`config.mk`:
```
export PLATFORM = sky130hd
export DESIGN_NAME = mem_arbiter
export DESIGN_NICKNAME = d
export VERILOG_FILES = /design/src/rtl/mem_arbiter.sv
export SDC_FILE = /design/constraint.sdc
export NUM_CORES = 1
export LEC_CHECK = 0
export ABC_AREA = 1
export BUFFER_PORTS_ARGS = -buffer_cell sky130_fd_sc_hd__buf_2
export CAP_MARGIN = 30
export CORE_ASPECT_RATIO = 0.6
export CORE_MARGIN = 2
export CORE_UTILIZATION = 40
export DETAILED_ROUTE_END_ITERATION = 12
export PLACE_DENSITY = 0.77
export SKIP_CTS_REPAIR_TIMING = 1
export SLEW_MARGIN = 25
export SYNTH_ARGS = -nofsm -noshare
export SYNTH_HDL_FRONTEND = slang
export SYNTH_SLANG_ARGS = --single-unit
```
`constraint.sdc`:
```
create_clock -name clk -period 1.35 [get_ports clk]
set_input_delay 0.2025 -clock clk [delete_from_list [all_inputs] [get_ports clk]]
set_output_delay 0.2025 -clock clk [all_outputs]
set_load 0.02 [all_outputs]
```
`src/rtl/mem_arbiter.sv`:
```
// mem_arbiter: two-port round-robin sequencer in front of the single-ported
// main memory. Port 0 is the instruction cache and port 1 is the data cache.
// Each access rises mem_enable, waits for mem_complete or a timeout, and
// returns a one-cycle done pulse with read data to the granted port.
module mem_arbiter #(
  parameter int ADDR_LENGTH = 9,
  parameter int BLOCK_SIZE  = 32,
  parameter int TIMEOUT     = 255
) (
  input  logic                   clk,
  input  logic                   reset_n,
  input  logic                   req0,
  input  logic                   req1,
  input  logic [ADDR_LENGTH-1:0] addr0,
  input  logic [ADDR_LENGTH-1:0] addr1,
  input  logic                   we0,
  input  logic                   we1,
  input  logic [BLOCK_SIZE-1:0]  wdata0,
  input  logic [BLOCK_SIZE-1:0]  wdata1,
  output logic                   done0,
  output logic                   done1,
  output logic [BLOCK_SIZE-1:0]  rdata,
  output logic                   err,
  output logic                   mem_enable,
  output logic [ADDR_LENGTH-1:0] mem_addr,
  output logic                   mem_we,
  output logic [BLOCK_SIZE-1:0]  mem_data_in,
  input  logic [BLOCK_SIZE-1:0]  mem_data_out,
  input  logic                   mem_complete
);

  typedef enum logic [2:0] {
    IDLE  = 3'd0,
    ISSUE = 3'd1,
    WAIT  = 3'd2,
    DONE  = 3'd3,
    GAP   = 3'd4
  } arbState_e;

  localparam logic [7:0] TimeoutVal = 8'(TIMEOUT);

  arbState_e               state_q, state_d;
  logic                    grant_q, grant_d;
  logic                    lastGrant_q, lastGrant_d;
  logic [7:0]              timer_q, timer_d;
  logic [ADDR_LENGTH-1:0]  memAddr_q, memAddr_d;
  logic                    memWe_q, memWe_d;
  logic [BLOCK_SIZE-1:0]   memDataIn_q, memDataIn_d;
  logic                    memEnable_q, memEnable_d;
  logic [BLOCK_SIZE-1:0]   rdata_q, rdata_d;
  logic                    err_q, err_d;
  logic                    done0_q, done0_d;
  logic                    done1_q, done1_d;
  logic                    pickPort;

  // On a tie the port that was not served last wins; otherwise whoever asks.
  assign pickPort = (req0 && req1) ? ~lastGrant_q : req1;

  // State and datapath registers; reset aborts any access in flight.
  always_ff @(posedge clk) begin
    if (!reset_n) begin
      state_q     <= IDLE;
      grant_q     <= 1'b0;
      lastGrant_q <= 1'b1;
      timer_q     <= 8'd0;
      memAddr_q   <= '0;
      memWe_q     <= 1'b0;
      memDataIn_q <= '0;
      memEnable_q <= 1'b0;
      rdata_q     <= '0;
      err_q       <= 1'b0;
      done0_q     <= 1'b0;
      done1_q     <= 1'b0;
    end else begin
      state_q     <= state_d;
      grant_q     <= grant_d;
      lastGrant_q <= lastGrant_d;
      timer_q     <= timer_d;
      memAddr_q   <= memAddr_d;
      memWe_q     <= memWe_d;
      memDataIn_q <= memDataIn_d;
      memEnable_q <= memEnable_d;
      rdata_q     <= rdata_d;
      err_q       <= err_d;
      done0_q     <= done0_d;
      done1_q     <= done1_d;
    end
  end

  // Next-state: one access at a time, with a forced low cycle after DONE.
  always_comb begin
    state_d = state_q;
    case (state_q)
      IDLE:    if (req0 || req1) state_d = ISSUE;
      ISSUE:   state_d = WAIT;
      WAIT:    if (mem_complete || (timer_q == TimeoutVal)) state_d = DONE;
      DONE:    state_d = GAP;
      GAP:     state_d = IDLE;
      default: state_d = IDLE;
    endcase
  end

  // Next values of the registered outputs, derived from current and next state.
  always_comb begin
    grant_d     = grant_q;
    lastGrant_d = lastGrant_q;
    timer_d     = timer_q;
    memAddr_d   = memAddr_q;
    memWe_d     = memWe_q;
    memDataIn_d = memDataIn_q;
    rdata_d     = rdata_q;
    err_d       = err_q;
    memEnable_d = (state_d == ISSUE) || (state_d == WAIT);
    done0_d     = (state_d == DONE) && !grant_q;
    done1_d     = (state_d == DONE) && grant_q;
    case (state_q)
      IDLE: begin
        if (req0 || req1) begin
          grant_d     = pickPort;
          memAddr_d   = pickPort ? addr1  : addr0;
          memWe_d     = pickPort ? we1    : we0;
          memDataIn_d = pickPort ? wdata1 : wdata0;
        end
      end
      ISSUE: timer_d = 8'd0;
      WAIT: begin
        timer_d = timer_q + 8'd1;
        if (mem_complete) begin
          rdata_d = mem_data_out;
          err_d   = 1'b0;
        end else if (timer_q == TimeoutVal) begin
          rdata_d = '0;
          err_d   = 1'b1;
        end
      end
      DONE:    lastGrant_d = grant_q;
      default: ;
    endcase
  end

  assign done0       = done0_q;
  assign done1       = done1_q;
  assign rdata       = rdata_q;
  assign err         = err_q;
  assign mem_enable  = memEnable_q;
  assign mem_addr    = memAddr_q;
  assign mem_we      = memWe_q;
  assign mem_data_in = memDataIn_q;

endmodule

```
==> results.txt <==
status: complete, no violations
CP Class: register to register
Synth Register Bits: 91
clock sink total: 91
NumNets Final: 805
dominant cell type by area after synthesis: dfxtp_1
Post-Syn Nets: 608
min-delay worst type: input pin to register
clk buf depth: 2
Num CTS Buffers: 9
Final period util: 95.3%
n_diodes: 0
die footprint: 10100 um^2
final setup violation count: 0
total track usage: 21.0%
Root Buffer: clkbuf_16
WP buf/inv: 1
Initial Util: 40.7%
CP max-delay cell: dfxtp_2
Final WS setup: 0.0639 ns
Leak Pwr: 2.43 nW
drt initial violations: 231
gpl congestion: 0.777
Final Cell Area: 5280 um^2
data required time of the worst path: 1.56 ns
Place WS: 0.0104 ns
Mapped Cells: 486
Core Box Area: 9090 um^2
Detailed Route WL: 11100 um
drt drc: 0
Crit. End Element: register
CP Cell Sequence: ha_4 -> nand2_2 -> nor2_4 -> nand3_4 -> buf_12 -> nand3_1 -> a21oi_1
FP Rows: 27
I/O pin count: 199
largest net degree at the start of global routing: 44
Vias: 4183
chip height: 78.5 um
Mapped Area: 3700 um^2
drt wl/cell: 13.8 um
fill count: 814
Startpoint Class: register
detailed placer's ending HPWL: 7640 um
top area cells in the synthesized netlist: dfxtp_1 49%, a21oi_1 17%, nand2_1 11%, nand3_1 5.0%, o21ai_0 3.8%
vias per inst: 5.20
EDFF count, synth: 0
Post-Route Skew: 0.00626 ns
Overflow after GRT: 0
final hold vios: 0
Area growth, synth to finish: 42.5%
Multi-input gate area: 1650 um^2
I/O Buffers: 198
initial antenna violation count: 0
Cell Pwr Density: 1350 nW/um^2
clk slew on worst S/H paths: 0.06 ns
Yosys warnings: 0
Worst-Margin Slew: 0.264 ns
Async S/R FF share, synth: 0%
Die X: 128 um
Seq. cell area: 1830 um^2
first-pass GRT wire length: 17300 um
Crit Path Max Fanout: 17
total negative slack: 0 ns
total number of H-tree levels: 3
Mean Syn Cell Area: 7.62 um^2
Synth top area share: 49.2%
Tmin final: 1.29 ns
Critical Path AT: 1.50 ns
synth unique cells: 24
share of cells above drive strength 1: 36.6%
VDD IR-drop max: 0.683 mV
max frequency: 0.778 GHz
relative slew slack: 82.4%
ANT nets after route: 0
dpl cell area: 4900 um^2
Seq/Total Area, Yosys: 49.2%
Worst-Skew Late Latency: 0.33 ns
Pre-Repair DR Iteration Count: 4
vias in the first global route: 3937
Top FF cell, synth: dfxtp_1
CTS tree: built
max incr delay on CP: 0.35 ns
crit-path leading delay family: simple AND/OR/NAND/NOR gates
RSZ-0062 raised after global routing: yes
Slew Limit Fails: 0
maxcap violations: 0
worst paths after layout:
| kind | start | end | cells past startpoint | slack, ns |
|---|---|---|---|---|
| hold reg to reg | grant_q | done0 | 1 | 0.46 |
| setup reg to reg | timer_q[0] | rdata[29] | 7 | 0.06 |
| setup / recovery | timer_q[0] | rdata[29] | 7 | 0.06 |
| hold / removal | wdata1[20] | mem_data_in[20] | 3 | 0.12 |
Yosys cell counts, types with 2 or more instances:
library cell / n
nand2_1: 105
nor2_4: 2
o21ai_1: 22
nor2_1: 13
nand4_1: 2
o21ai_0: 28
clkbuf_1: 16
dfxtp_1: 91
nand3_1: 37
buf_4: 4
nor3_1: 2
buf_6: 7
a21oi_1: 125
buf_2: 7
inv_1: 16
worst register-to-register path, delay by kind of cell, from the launching register on:
| kind | cells | cell delay [ns] |
|---|---|---|
| fa+ha+maj | 1 | 0.14 |
| simple gates | 4 | 0.42 |
| flops | 1 | 0.35 |
| buf+inv | 1 | 0.19 |
| compound gates | 1 | 0.07 |
through the flow:
stage | hold WS, ns | util, % | instances | power (W)
2_1_floorplan | 0.341 | - | 486 | 0.00415
3_3_place_gp | 0.435 | 53.9 | 785 | 0.00476
3_5_place_dp | 0.439 | 53.9 | 785 | 0.00482
4_1_cts | 0.101 | 57.1 | 801 | 0.00719
5_1_grt | 0.111 | 58.1 | 804 | 0.00748
6_report | 0.116 | 58.1 | 804 | 0.00713
layer usage:
metal / global-route usage, % / part of all wire (%)
met2: 38.1 / 49
met1: 24.3 / 44
met5: 0 / 0
met4: 5.93 / 0.63
met3: 5.73 / 6.2
registers in the layout, indices dropped and copies added (netlist names):
signal       count
state_q          3
timer_q          8
mem_we           1
mem_data_in     32
grant_q          1
done0            1
mem_addr         9
err              1
lastGrant_q      1
done1            1
mem_enable       1
rdata           32
placed cells by master (no fill, tap or decap), types with 2 or more instances in the layout:
master and n:
inv_1 15, clkbuf_1 2, buf_12 10, nand4_1 2, buf_4 10, inv_2 2
a21oi_1 123, nor2_4 3, o21ai_1 22, nor2_1 11, nand2_2 2, clkbuf_8 2
buf_2 198, clkbuf_16 10, dfxtp_2 3, nor3_1 2, nand2_1 103, dfxtp_1 88
a21oi_2 2, clkinvlp_4 3, nand3_1 37, nor2_2 2, o21ai_0 28
final cells by class:
cell class,instances,share of cell area (%)
sequential,91,34.6
clock buffer,13,4.93
timing repair buffer,220,24.7
inverter,19,1.40
clock inverter,3,0.427
tap,116,2.75
multi-input combinational,342,31.2
power by group:
group	internal, W	leakage [nW]	switching, W	total, W
clock	0.00135	0.128	0.00101	0.00236
combinational	0.000643	1.55	0.00104	0.00169
sequential	0.00295	0.747	0.000136	0.00309
logic make-up after synthesis:
| family | Yosys count | synth area share [%] |
|---|---|---|
| buf+inv | 53 | 7.47 |
| fa+ha+maj | 1 | 0.338 |
| flops | 91 | 49.2 |
| simple gates | 165 | 19.1 |
| compound gates | 176 | 23.9 |
(Power assumes the default switching activity.)
